--- config.mk ---
export PLATFORM = sky130hd
export DESIGN_NAME = interrupt_pc_sequencer_flat
export DESIGN_NICKNAME = d
export VERILOG_FILES = /design/src/rtl/interrupt_pc_sequencer_if.sv /design/src/rtl/interrupt_pc_sequencer.sv /design/src/flat_wrapper.sv
export SDC_FILE = /design/constraint.sdc
export NUM_CORES = 1
export LEC_CHECK = 0
export CAP_MARGIN = 40
export CORE_UTILIZATION = 39
export CTS_BUF_LIST = sky130_fd_sc_hd__clkbuf_16
export DETAILED_ROUTE_END_ITERATION = 10
export PLACE_DENSITY = 0.84
export SLEW_MARGIN = 20
export SYNTH_ARGS = -nofsm -noshare
export SYNTH_HDL_FRONTEND = slang
export SYNTH_SLANG_ARGS = --single-unit
--- constraint.sdc ---
create_clock -name clk -period 4.85 [get_ports clk]
set_input_delay 1.2125 -clock clk [delete_from_list [all_inputs] [get_ports clk]]
set_output_delay 1.2125 -clock clk [all_outputs]
set_load 0.005 [all_outputs]
--- src/rtl/interrupt_pc_sequencer_if.sv ---
// Bundle between the jump control block, the interrupt sources and the PC mux / fetch stage.
// The slave side is the interrupt sequencer; the master side drives requests and pipeline state.
interface interrupt_pc_sequencer_if #(
   parameter int ADDR_W  = 8,
   parameter int INS_W   = 20,
   parameter int FLAG_W  = 4,
   parameter int NUM_IRQ = 4
);
   logic [NUM_IRQ-1:0] irq_req;
   logic [NUM_IRQ-1:0] irq_mask;
   logic [INS_W-1:0]   ins;
   logic [ADDR_W-1:0]  current_address;
   logic [FLAG_W-1:0]  flag_ex;
   logic               stall;
   logic               jcb_pc_mux_sel;
   logic [ADDR_W-1:0]  jcb_jmp_loc;

   logic               pc_mux_sel;
   logic [ADDR_W-1:0]  jmp_loc;
   logic               flush;
   logic [FLAG_W-1:0]  flag_restore;
   logic               flag_restore_en;
   logic [NUM_IRQ-1:0] irq_ack;
   logic               in_isr;

   modport master (
      output irq_req, irq_mask, ins, current_address, flag_ex, stall,
             jcb_pc_mux_sel, jcb_jmp_loc,
      input  pc_mux_sel, jmp_loc, flush, flag_restore, flag_restore_en,
             irq_ack, in_isr
   );

   modport slave (
      input  irq_req, irq_mask, ins, current_address, flag_ex, stall,
             jcb_pc_mux_sel, jcb_jmp_loc,
      output pc_mux_sel, jmp_loc, flush, flag_restore, flag_restore_en,
             irq_ack, in_isr
   );
endinterface

--- src/rtl/interrupt_pc_sequencer.sv ---
// Interrupt entry/return sequencer: arbitrates the PC redirect between the jump control block
// and a prioritised set of interrupt lines, saving and restoring return address and flags.
module interrupt_pc_sequencer #(
   parameter int                ADDR_W      = 8,
   parameter int                INS_W       = 20,
   parameter int                FLAG_W      = 4,
   parameter int                NUM_IRQ     = 4,
   parameter logic [ADDR_W-1:0] VECTOR_BASE = 8'hF0
) (
   input  logic                     clk,
   input  logic                     rst_n,
   interrupt_pc_sequencer_if.slave  bus
);
   localparam int IDX_W = (NUM_IRQ > 1) ? $clog2(NUM_IRQ) : 1;
   localparam logic [4:0] OP_RETI = 5'b10000;

   typedef enum logic [1:0] {
      ST_IDLE   = 2'd0,
      ST_ENTER  = 2'd1,
      ST_ISR    = 2'd2,
      ST_RETURN = 2'd3
   } state_t;

   state_t              state_q;
   logic [ADDR_W-1:0]   saved_addr_q;
   logic [FLAG_W-1:0]   saved_flag_q;
   logic [IDX_W-1:0]    irq_idx_q;

   logic [NUM_IRQ-1:0]  pend;
   logic                pend_any;
   logic [IDX_W-1:0]    pend_idx;
   logic                is_reti;
   logic [ADDR_W-1:0]   vector_addr;
   logic [NUM_IRQ-1:0]  ack_onehot;
   logic                unused_ins;

   logic                pc_sel;
   logic [ADDR_W-1:0]   jmp_tgt;
   logic                flush_c;
   logic [FLAG_W-1:0]   flag_rst;
   logic                flag_rst_en;
   logic [NUM_IRQ-1:0]  ack;

   assign pend       = bus.irq_req & bus.irq_mask;
   assign pend_any   = |pend;
   assign is_reti    = (bus.ins[INS_W-1:INS_W-5] == OP_RETI);
   assign unused_ins = ^bus.ins[INS_W-6:0];

   // Lowest-numbered pending line has priority: scan downwards so the last hit wins.
   always_comb begin
      pend_idx = '0;
      for (int i = NUM_IRQ - 1; i >= 0; i--) begin
         if (pend[i]) begin
            pend_idx = IDX_W'(i);
         end
      end
   end

   assign vector_addr = VECTOR_BASE + (ADDR_W'(irq_idx_q) << 1);

   generate
      for (genvar gi = 0; gi < NUM_IRQ; gi++) begin : g_ack
         assign ack_onehot[gi] = (irq_idx_q == IDX_W'(gi));
      end
   endgenerate

   always_ff @(posedge clk or negedge rst_n) begin
      if (!rst_n) begin
         state_q      <= ST_IDLE;
         saved_addr_q <= '0;
         saved_flag_q <= '0;
         irq_idx_q    <= '0;
      end else begin
         case (state_q)
            ST_IDLE: begin
               if (pend_any && !bus.stall) begin
                  irq_idx_q    <= pend_idx;
                  saved_flag_q <= bus.flag_ex;
                  // A jump resolving in this cycle must be honoured on return.
                  saved_addr_q <= bus.jcb_pc_mux_sel ? bus.jcb_jmp_loc : bus.current_address;
                  state_q      <= ST_ENTER;
               end
            end
            ST_ENTER: begin
               if (!bus.stall) begin
                  state_q <= ST_ISR;
               end
            end
            ST_ISR: begin
               if (is_reti && !bus.stall) begin
                  state_q <= ST_RETURN;
               end
            end
            ST_RETURN: begin
               if (!bus.stall) begin
                  state_q <= ST_IDLE;
               end
            end
            default: state_q <= ST_IDLE;
         endcase
      end
   end

   // Outputs are decoded from the registered state; the jump path is forced off during reset.
   always_comb begin
      pc_sel      = 1'b0;
      jmp_tgt     = '0;
      flush_c     = 1'b0;
      flag_rst    = '0;
      flag_rst_en = 1'b0;
      ack         = '0;
      if (rst_n) begin
         case (state_q)
            ST_IDLE, ST_ISR: begin
               pc_sel  = bus.jcb_pc_mux_sel;
               jmp_tgt = bus.jcb_jmp_loc;
            end
            ST_ENTER: begin
               pc_sel  = 1'b1;
               jmp_tgt = vector_addr;
               flush_c = 1'b1;
               if (!bus.stall) begin
                  ack = ack_onehot;
               end
            end
            ST_RETURN: begin
               pc_sel      = 1'b1;
               jmp_tgt     = saved_addr_q;
               flush_c     = 1'b1;
               flag_rst    = saved_flag_q;
               flag_rst_en = 1'b1;
            end
            default: begin
               pc_sel = 1'b0;
            end
         endcase
      end
   end

   assign bus.pc_mux_sel      = pc_sel;
   assign bus.jmp_loc         = jmp_tgt;
   assign bus.flush           = flush_c;
   assign bus.flag_restore    = flag_rst;
   assign bus.flag_restore_en = flag_rst_en;
   assign bus.irq_ack         = ack;
   assign bus.in_isr          = rst_n && (state_q != ST_IDLE);
endmodule

--- src/flat_wrapper.sv ---
// flat-port wrapper written by rule: the top's interface ports become plain ports
module interrupt_pc_sequencer_flat 
#(
   parameter int                ADDR_W      = 8,
   parameter int                INS_W       = 20,
   parameter int                FLAG_W      = 4,
   parameter int                NUM_IRQ     = 4,
   parameter logic [ADDR_W-1:0] VECTOR_BASE = 8'hF0
)
  (clk, rst_n, bus_irq_req, bus_irq_mask, bus_ins, bus_current_address, bus_flag_ex, bus_stall, bus_jcb_pc_mux_sel, bus_jcb_jmp_loc, bus_pc_mux_sel, bus_jmp_loc, bus_flush, bus_flag_restore, bus_flag_restore_en, bus_irq_ack, bus_in_isr);
  interrupt_pc_sequencer_if #(.ADDR_W(ADDR_W), .INS_W(INS_W), .FLAG_W(FLAG_W), .NUM_IRQ(NUM_IRQ)) bus_i ();
  input  logic clk;
  input  logic rst_n;
  input wire logic [$bits(bus_i.irq_req)-1:0] bus_irq_req;
  input wire logic [$bits(bus_i.irq_mask)-1:0] bus_irq_mask;
  input wire logic [$bits(bus_i.ins)-1:0] bus_ins;
  input wire logic [$bits(bus_i.current_address)-1:0] bus_current_address;
  input wire logic [$bits(bus_i.flag_ex)-1:0] bus_flag_ex;
  input wire logic [$bits(bus_i.stall)-1:0] bus_stall;
  input wire logic [$bits(bus_i.jcb_pc_mux_sel)-1:0] bus_jcb_pc_mux_sel;
  input wire logic [$bits(bus_i.jcb_jmp_loc)-1:0] bus_jcb_jmp_loc;
  output wire logic [$bits(bus_i.pc_mux_sel)-1:0] bus_pc_mux_sel;
  output wire logic [$bits(bus_i.jmp_loc)-1:0] bus_jmp_loc;
  output wire logic [$bits(bus_i.flush)-1:0] bus_flush;
  output wire logic [$bits(bus_i.flag_restore)-1:0] bus_flag_restore;
  output wire logic [$bits(bus_i.flag_restore_en)-1:0] bus_flag_restore_en;
  output wire logic [$bits(bus_i.irq_ack)-1:0] bus_irq_ack;
  output wire logic [$bits(bus_i.in_isr)-1:0] bus_in_isr;
  assign bus_i.irq_req = bus_irq_req;
  assign bus_i.irq_mask = bus_irq_mask;
  assign bus_i.ins = bus_ins;
  assign bus_i.current_address = bus_current_address;
  assign bus_i.flag_ex = bus_flag_ex;
  assign bus_i.stall = bus_stall;
  assign bus_i.jcb_pc_mux_sel = bus_jcb_pc_mux_sel;
  assign bus_i.jcb_jmp_loc = bus_jcb_jmp_loc;
  assign bus_pc_mux_sel = bus_i.pc_mux_sel;
  assign bus_jmp_loc = bus_i.jmp_loc;
  assign bus_flush = bus_i.flush;
  assign bus_flag_restore = bus_i.flag_restore;
  assign bus_flag_restore_en = bus_i.flag_restore_en;
  assign bus_irq_ack = bus_i.irq_ack;
  assign bus_in_isr = bus_i.in_isr;
  interrupt_pc_sequencer #(.ADDR_W(ADDR_W), .INS_W(INS_W), .FLAG_W(FLAG_W), .NUM_IRQ(NUM_IRQ), .VECTOR_BASE(VECTOR_BASE)) u_core (.clk(clk), .rst_n(rst_n), .bus(bus_i));
endmodule
==> results of run 1 <==
[layout by cell type, fill, tap and decap left out, drive strengths merged]
cell type	netlist	final
clkinv	0	1
buf	4	2
o21a	6	6
dfrtp	16	16
mux2i	9	9
clkbuf	3	3
mux2	10	10
a22o	2	2
nor2b	5	5
or2	1	1
inv	4	4
a21oi	14	14
nor4	1	1
a21boi	2	2
nand2	5	5
clkdlybuf4s50	0	56
a32oi	2	2
ha	5	5
nor2	12	12
and3	5	5
and2	1	1
nor3b	3	3
o21bai	1	1
nor3	1	1
a22oi	2	2
o21ai	1	1
[routing by layer]
metal	wire length, um	track usage [%]	up-vias
li1	-	-	518
met1	1250	25.5	465
met2	1550	41.4	41
met3	193	2.19	0
met4	0	5.00	0
met5	0	0	-
[Yosys cell counts]
| library cell | instances | area, um^2 |
|---|---|---|
| a21boi_0 | 2 | 15.0 |
| nor2_1 | 12 | 45.0 |
| mux2i_1 | 9 | 90.1 |
| ha_1 | 5 | 62.6 |
| o21a_1 | 6 | 45.0 |
| nand2_1 | 5 | 18.8 |
| nor3_1 | 1 | 5.00 |
| a22o_1 | 2 | 17.5 |
| nor4_1 | 1 | 6.26 |
| a32oi_1 | 2 | 17.5 |
| buf_2 | 3 | 15.0 |
| clkbuf_1 | 3 | 11.3 |
| buf_6 | 1 | 11.3 |
| o21bai_1 | 1 | 7.51 |
| a22oi_1 | 2 | 15.0 |
| o21ai_0 | 1 | 5.00 |
| a21oi_1 | 13 | 65.1 |
| nor3b_1 | 3 | 22.5 |
| nor2b_1 | 5 | 31.3 |
| mux2_4 | 4 | 60.1 |
| dfrtp_1 | 16 | 400 |
| and2_1 | 1 | 6.26 |
| or2_2 | 1 | 6.26 |
| a21oi_2 | 1 | 8.76 |
| and3_1 | 5 | 31.3 |
| mux2_2 | 6 | 67.6 |
| inv_1 | 4 | 15.0 |
[cell type report]
class,count,area (um^2),area share (%)
flip-flops and latches,16,400,22.8
clock inverters,1,3.75,0.214
well taps,30,37.5,2.14
clock buffers,3,75.1,4.27
multi-input cells,88,649,37.0
repair buffers,58,576,32.8
inverters,4,15.0,0.855
[through the flow]
step | std cells | setup slack [ns]
3_5_place_dp | 196 | 0.796
5_1_grt | 200 | 0.741
6_report | 200 | 0.818
4_1_cts | 200 | 0.805
3_3_place_gp | 196 | 0.836
2_1_floorplan | 115 | 1.85
[registers in the layout (all words and copies together), names as in the netlist]
| register | count |
|---|---|
| u_core.state_q | 2 |
| u_core.irq_idx_q | 2 |
| u_core.saved_flag_q | 4 |
| u_core.saved_addr_q | 8 |
[critical path, stage by stage]
cell and delay, ns:
clkdlybuf4s50_1 0.52, or2_2 0.35, nor3b_1 0.20, clkdlybuf4s50_1 0.54
[power groups by stage]
stage | Clock (mW) | Sequential (mW) | Combinational (mW)
finish | 0.160 | 0.252 | 0.414
global route | 0.168 | 0.260 | 0.458
CTS | 0.161 | 0.251 | 0.417
detailed placement | 0 | 0.252 | 0.414
global placement | 0 | 0.244 | 0.396
floorplan | 0 | 0.237 | 0.259
[cell families (layout without fill, tap and decap cells)]
| logic type | Yosys count | in the layout |
|---|---|---|
| multiplexers | 19 | 19 |
| buffers and inverters | 11 | 66 |
| AO/OA/AOI/OAI | 30 | 30 |
| flip-flops | 16 | 16 |
| adder cells (fa/ha/maj) | 5 | 5 |
| AND/OR/NAND/NOR | 34 | 34 |
[worst max path at each step]
| stage | end | slack [ns] | depth (start not counted) |
|---|---|---|---|
| floorplan | bus_pc_mux_sel | 1.85 | 2 |
| global placement | bus_jmp_loc[2] | 0.84 | 4 |
| detailed placement | bus_irq_ack[2] | 0.80 | 4 |
| CTS | bus_irq_ack[2] | 0.80 | 4 |
| global route | bus_jmp_loc[1] | 0.74 | 4 |
| finish | bus_irq_ack[2] | 0.82 | 4 |
==> flow_summary_export.csv, run 1 <==
group,metric,value,unit
yosys,yosys.area_share.adder,5.68,%
yosys,synth_nets,172,
power_and_ir_drop,clockPowerShare,19.4,%
cells_and_area,fin_area,1760,um^2
cts,cts_buffers,3,
global_routing,gr-total-overflow,0,
yosys,yosys_warnings,0,
power_and_ir_drop,ir_worst_vdd,0.000354,V
routing,drtIter0Drc,15,
run_status,status,"finished clean",
setup_path,reg2reg_to,"u_core.saved_flag_q[3]",
cts,clk_pin_slew,0.05,ns
timing,holdWs,0.510,ns
power_and_ir_drop,p_per_area,470,nW/um^2
cells_and_area,fin_util,68.4,%
power_and_ir_drop,switching_share,33.9,%
floorplanning,die-area,3040,um^2
setup_path,ff2ff_setup_slack,2.60,ns
yosys,avgSynthCellArea,9.59,um^2
timing,timing.fmax,248,MHz
global_routing,grt_pass1_wl,4.65,mm
placed_design,place_area,1680,um^2
routing,drcViolationCount,0,
cells_and_area,nets,228,
cells_and_area,drive_gt1_share,10.0,%
floorplanning,die_height,55.2,um
cts,clk_latency,0.24,ns
floorplanning,die_w,55.2,um
timing,fin_crit_sh,83.1,%
yosys,yosysSeqAreaShare,36.3,%
setup_path,start_kind,"input port",
setup_path,path_max_fanout,6,
placed_design,place.port_buffers,56,
cts,post_cts_buffers,0,
cts,cts_hold_buf,0,
power_and_ir_drop,p_leak,0.745,nW
setup_path,crit_type,"input port to primary output",
floorplanning,num_rows,18,
routing,antenna_left,0,
timing,fin_skew,0.00199,ns
timing,tns,0,ns
routing,via_per_inst,5.12,
global_routing,gr-usage-all-layers,21.6,%
hold_path,hold_class,"register to register",
floorplanning,start_util,42.9,%
setup_path,setup.worst_path.end_class,"primary output",
timing,slew_headroom,46.2,%
cts,clkSinkCount,16,
yosys,synth_seq_cells,16,
yosys,synth_compound_gate_area_share,17.8,%
hold_path,min_to,"u_core.saved_flag_q[3]",
timing,drv_slew,0,
flow_run,cap_violations,0,
timing,hold_violations,0,
cells_and_area,diodes,0,
global_routing,grt_max_degree,33,
cells_and_area,num-fill-cells,230,
setup_path,r2r-start,"u_core.state_q[0]",
power_and_ir_drop,p_int,0.546,mW
cts,clk_path_buf_depth,2,
power_and_ir_drop,seqPwrFrac,30.5,%
yosys,synthSimpleGateAreaFrac,15.7,%
timing,fin_crit,4.03,ns
timing,finalSetupViolCount,0,
setup_path,ff2ff_path_depth,5,
yosys,synth-xor-area-share,0,%
setup_path,critical_path_required,3.64,ns
yosys,synth_cell_type_count,27,
placed_design,globalplace.congestion,0.699,
floorplanning,ios,72,
cts,cts_htree_levels,1,
routing,drt_wl_total,3.00,mm
global_routing,antenna_found_initial,0,
cts,post_cts_resized,0,
power_and_ir_drop,power,0.826,mW
placed_design,dp_hpwl,2.31,mm
timing,rsz0062_at_grt,"false",
yosys,syn_area,1100,um^2
cells_and_area,area_growth,59.4,%
yosys,yosys-mux-area-fraction,19.8,%
power_and_ir_drop,switchingPower,0.280,mW
hold_path,worstHoldPathCells,1,
cts,clockRootBuffer,"clkbuf_16",
timing,worstMarginPinSlew,0.806,ns
global_routing,grt_pass1_vias,1052,
setup_path,startpoint,"bus_stall",
yosys,syn_inst,115,
routing,wire_per_inst,15.0,um
floorplanning,core,2570,um^2
setup_path,worstPathArrival,2.82,ns
hold_path,holdCritStartpoint,"u_core.saved_flag_q[3]",
yosys,synth_top_family_by_area,"multiplexers",
cts,cts_tree,"done",
routing,drtPass1Iterations,4,
routing,vias,1024,
power_and_ir_drop,comb_power_share,50.1,%
Power figures use the tool's default switching activity.
==> run 2, diff against run 1 <==
- CORE_UTILIZATION: 39 -> 32
- PLACE_DENSITY: 0.84 -> 0.73
- clock period: 4.85 -> 3.3 ns (I/O delays scaled with it)
==> run 2 against run 1 <==
Clock skew about the same. Wire length increased by 8.6%. Register-to-register slack got worse by 1.3 ns. Clock power up 51%. First-iteration DRC count up 67%. Largest cell class unchanged. Core utilization decreased by 11 points.
==> flow_summary_export.csv, run 2 (synthesized netlist as in run 1, its figures left out) <==
group,metric,value,unit
run_status,status,"finished clean",
placed_design,place_area,1730,um^2
floorplanning,die_height,60.7,um
cts,clkSinkCount,16,
flow_run,cap_violations,0,
timing,fin_crit,3.23,ns
hold_path,hold_class,"register to register",
global_routing,antenna_found_initial,0,
floorplanning,ios,72,
cells_and_area,area_growth,64.5,%
cells_and_area,fin_util,57.5,%
setup_path,cp_top_family,"buffers and inverters",
global_routing,grt_max_degree,29,
power_and_ir_drop,p_int,0.814,mW
cells_and_area,top_register,"u_core.saved_addr_q",
power_and_ir_drop,switchingPower,0.432,mW
cts,clockRootBuffer,"clkbuf_16",
floorplanning,core,3150,um^2
cells_and_area,nets,232,
timing,rsz0062_at_grt,"false",
power_and_ir_drop,clockPowerShare,19.3,%
cts,cts_tree,"done",
setup_path,worstPathArrival,2.40,ns
cells_and_area,diodes,0,
timing,fin_skew,0.00235,ns
cts,cts_hold_buf,0,
timing,worstMarginPinSlew,0.629,ns
cts,cts_htree_levels,1,
routing,vias,1092,
power_and_ir_drop,ir_worst_vdd,0.000321,V
setup_path,setup.worst_path.end_class,"primary output",
timing,fin_crit_sh,97.7,%
floorplanning,num_rows,20,
cells_and_area,final_cells,218,
routing,antenna_left,0,
cells_and_area,most-common-layout-cells,"clkdlybuf4s50_1, dfrtp_1, a21oi_1",
timing,tns,0,ns
routing,drtPass1Iterations,4,
power_and_ir_drop,comb_power_share,50.6,%
timing,fin_ws,0.0743,ns
floorplanning,start_util,35.0,%
cts,clk_pin_slew,0.05,ns
cts,clk_path_buf_depth,2,
setup_path,crit_type,"input port to primary output",
routing,wire_per_inst,14.9,um
power_and_ir_drop,p_leak,0.767,nW
setup_path,start_kind,"input port",
global_routing,grt_pass1_vias,1170,
cts,clk_latency,0.25,ns
routing,drcViolationCount,0,
routing,drtIter0Drc,25,
cts,cts_buffers,3,
routing,via_per_inst,5.01,
power_and_ir_drop,seqPwrFrac,30.1,%
global_routing,grt_pass1_wl,5.20,mm
timing,timing.fmax,310,MHz
floorplanning,die-area,3680,um^2
global_routing,gr-usage-all-layers,19.6,%
timing,slew_headroom,58.0,%
placed_design,post-place-ws,0.0440,ns
cells_and_area,reg_top3,"u_core.saved_addr_q: 8 flops, u_core.saved_flag_q: 4 flops",
power_and_ir_drop,switching_share,34.7,%
floorplanning,die_w,60.7,um
cells_and_area,num-fill-cells,283,
timing,hold_violations,0,
placed_design,globalplace.congestion,0.766,
cells_and_area,fin_area,1810,um^2
setup_path,critical_path_required,2.47,ns
timing,holdWs,0.506,ns
cells_and_area,drive_gt1_share,12.6,%
setup_path,cp_slowest_cell,"clkdlybuf4s50_1",
setup_path,cpMostUsedCell,"clkdlybuf4s50_1",
timing,drv_slew,0,
placed_design,dp_hpwl,2.48,mm
power_and_ir_drop,power,1.25,mW
cells_and_area,largest_register_ffs,8,
power_and_ir_drop,p_per_area,687,nW/um^2
setup_path,cpPeakStageDelay,0.52,ns
timing,finalSetupViolCount,0,
cells_and_area,layout_commonest_cell,"clkdlybuf4s50_1",
placed_design,dp_cells,214,
routing,drt_wl_total,3.26,mm
placed_design,place.port_buffers,56,
global_routing,gr-total-overflow,0,
setup_path,path_cells,"clkdlybuf4s50_1 > nand2_1 > or2_2 > nor3b_2 > clkdlybuf4s50_1",
setup_path,path_buf_inv,2,
setup_path,path_max_fanout,2,
run 2: cell types whose count changed in the layout (fill, tap and decap cells not counted):
cell | previous run | this run
buf_4 | 2 | 5
buf_6 | 0 | 1
nor3b_1 | 3 | 2
nor3b_2 | 0 | 1
run 2: power by group through the flow:
| stage | Combinational [mW] | Clock (mW) | Sequential (mW) |
|---|---|---|---|
| floorplan | 0.380 | 0 | 0.348 |
| global placement | 0.602 | 0 | 0.360 |
| detailed placement | 0.627 | 0 | 0.372 |
| CTS | 0.635 | 0.243 | 0.370 |
| global route | 0.689 | 0.254 | 0.386 |
| finish | 0.631 | 0.241 | 0.375 |
run 2: final cells by class:
type	instances	area, um^2	share of cell area, %
inverter	4	15.0	0.828
multi-input combinational	88	654	36.1
clock inverter	1	3.75	0.207
sequential	16	400	22.1
timing repair buffer	62	609	33.6
tap	44	55.1	3.04
clock buffer	3	75.1	4.14
run 2: what timing repair did:
item,4_1_cts,5_1_grt
setup buffers,0,0
setup endpoints to repair,0,2
resized for setup,0,2
run 2: worst register-to-register path, stage by stage, from the launching register on:
cell	delay (ns)
dfrtp_1	0.41
inv_1	0.14
ha_1	0.22
nor2b_1	0.24
o21a_1	0.46
buf_4	0.27
nor2_1	0.06
a21oi_1	0.11
run 2: worst paths after layout:
| check | from | end | slack [ns] | cells past startpoint |
|---|---|---|---|---|
| max | rst_n | bus_irq_ack[2] | 0.07 | 5 |
| min | u_core.saved_flag_q[0] | u_core.saved_flag_q[0] | 0.51 | 1 |
| max reg2reg | u_core.state_q[0] | u_core.saved_addr_q[0] | 1.31 | 7 |
| min reg2reg | u_core.saved_flag_q[0] | u_core.saved_flag_q[0] | 0.51 | 1 |
| max in group asynchronous | rst_n | u_core.saved_addr_q[3] | 2.03 | 3 |
| min in group asynchronous | rst_n | u_core.saved_addr_q[6] | 0.95 | 2 |
run 2: metal layers:
layer  global-route usage, %  share of wire, %  vias to the layer above
met5                       0                 0                        -
met3                    5.33               5.3                        7
met4                    6.82               1.4                        0
met2                    36.3                54                       32
li1                        -                 -                      524
met1                    21.4                39                      529
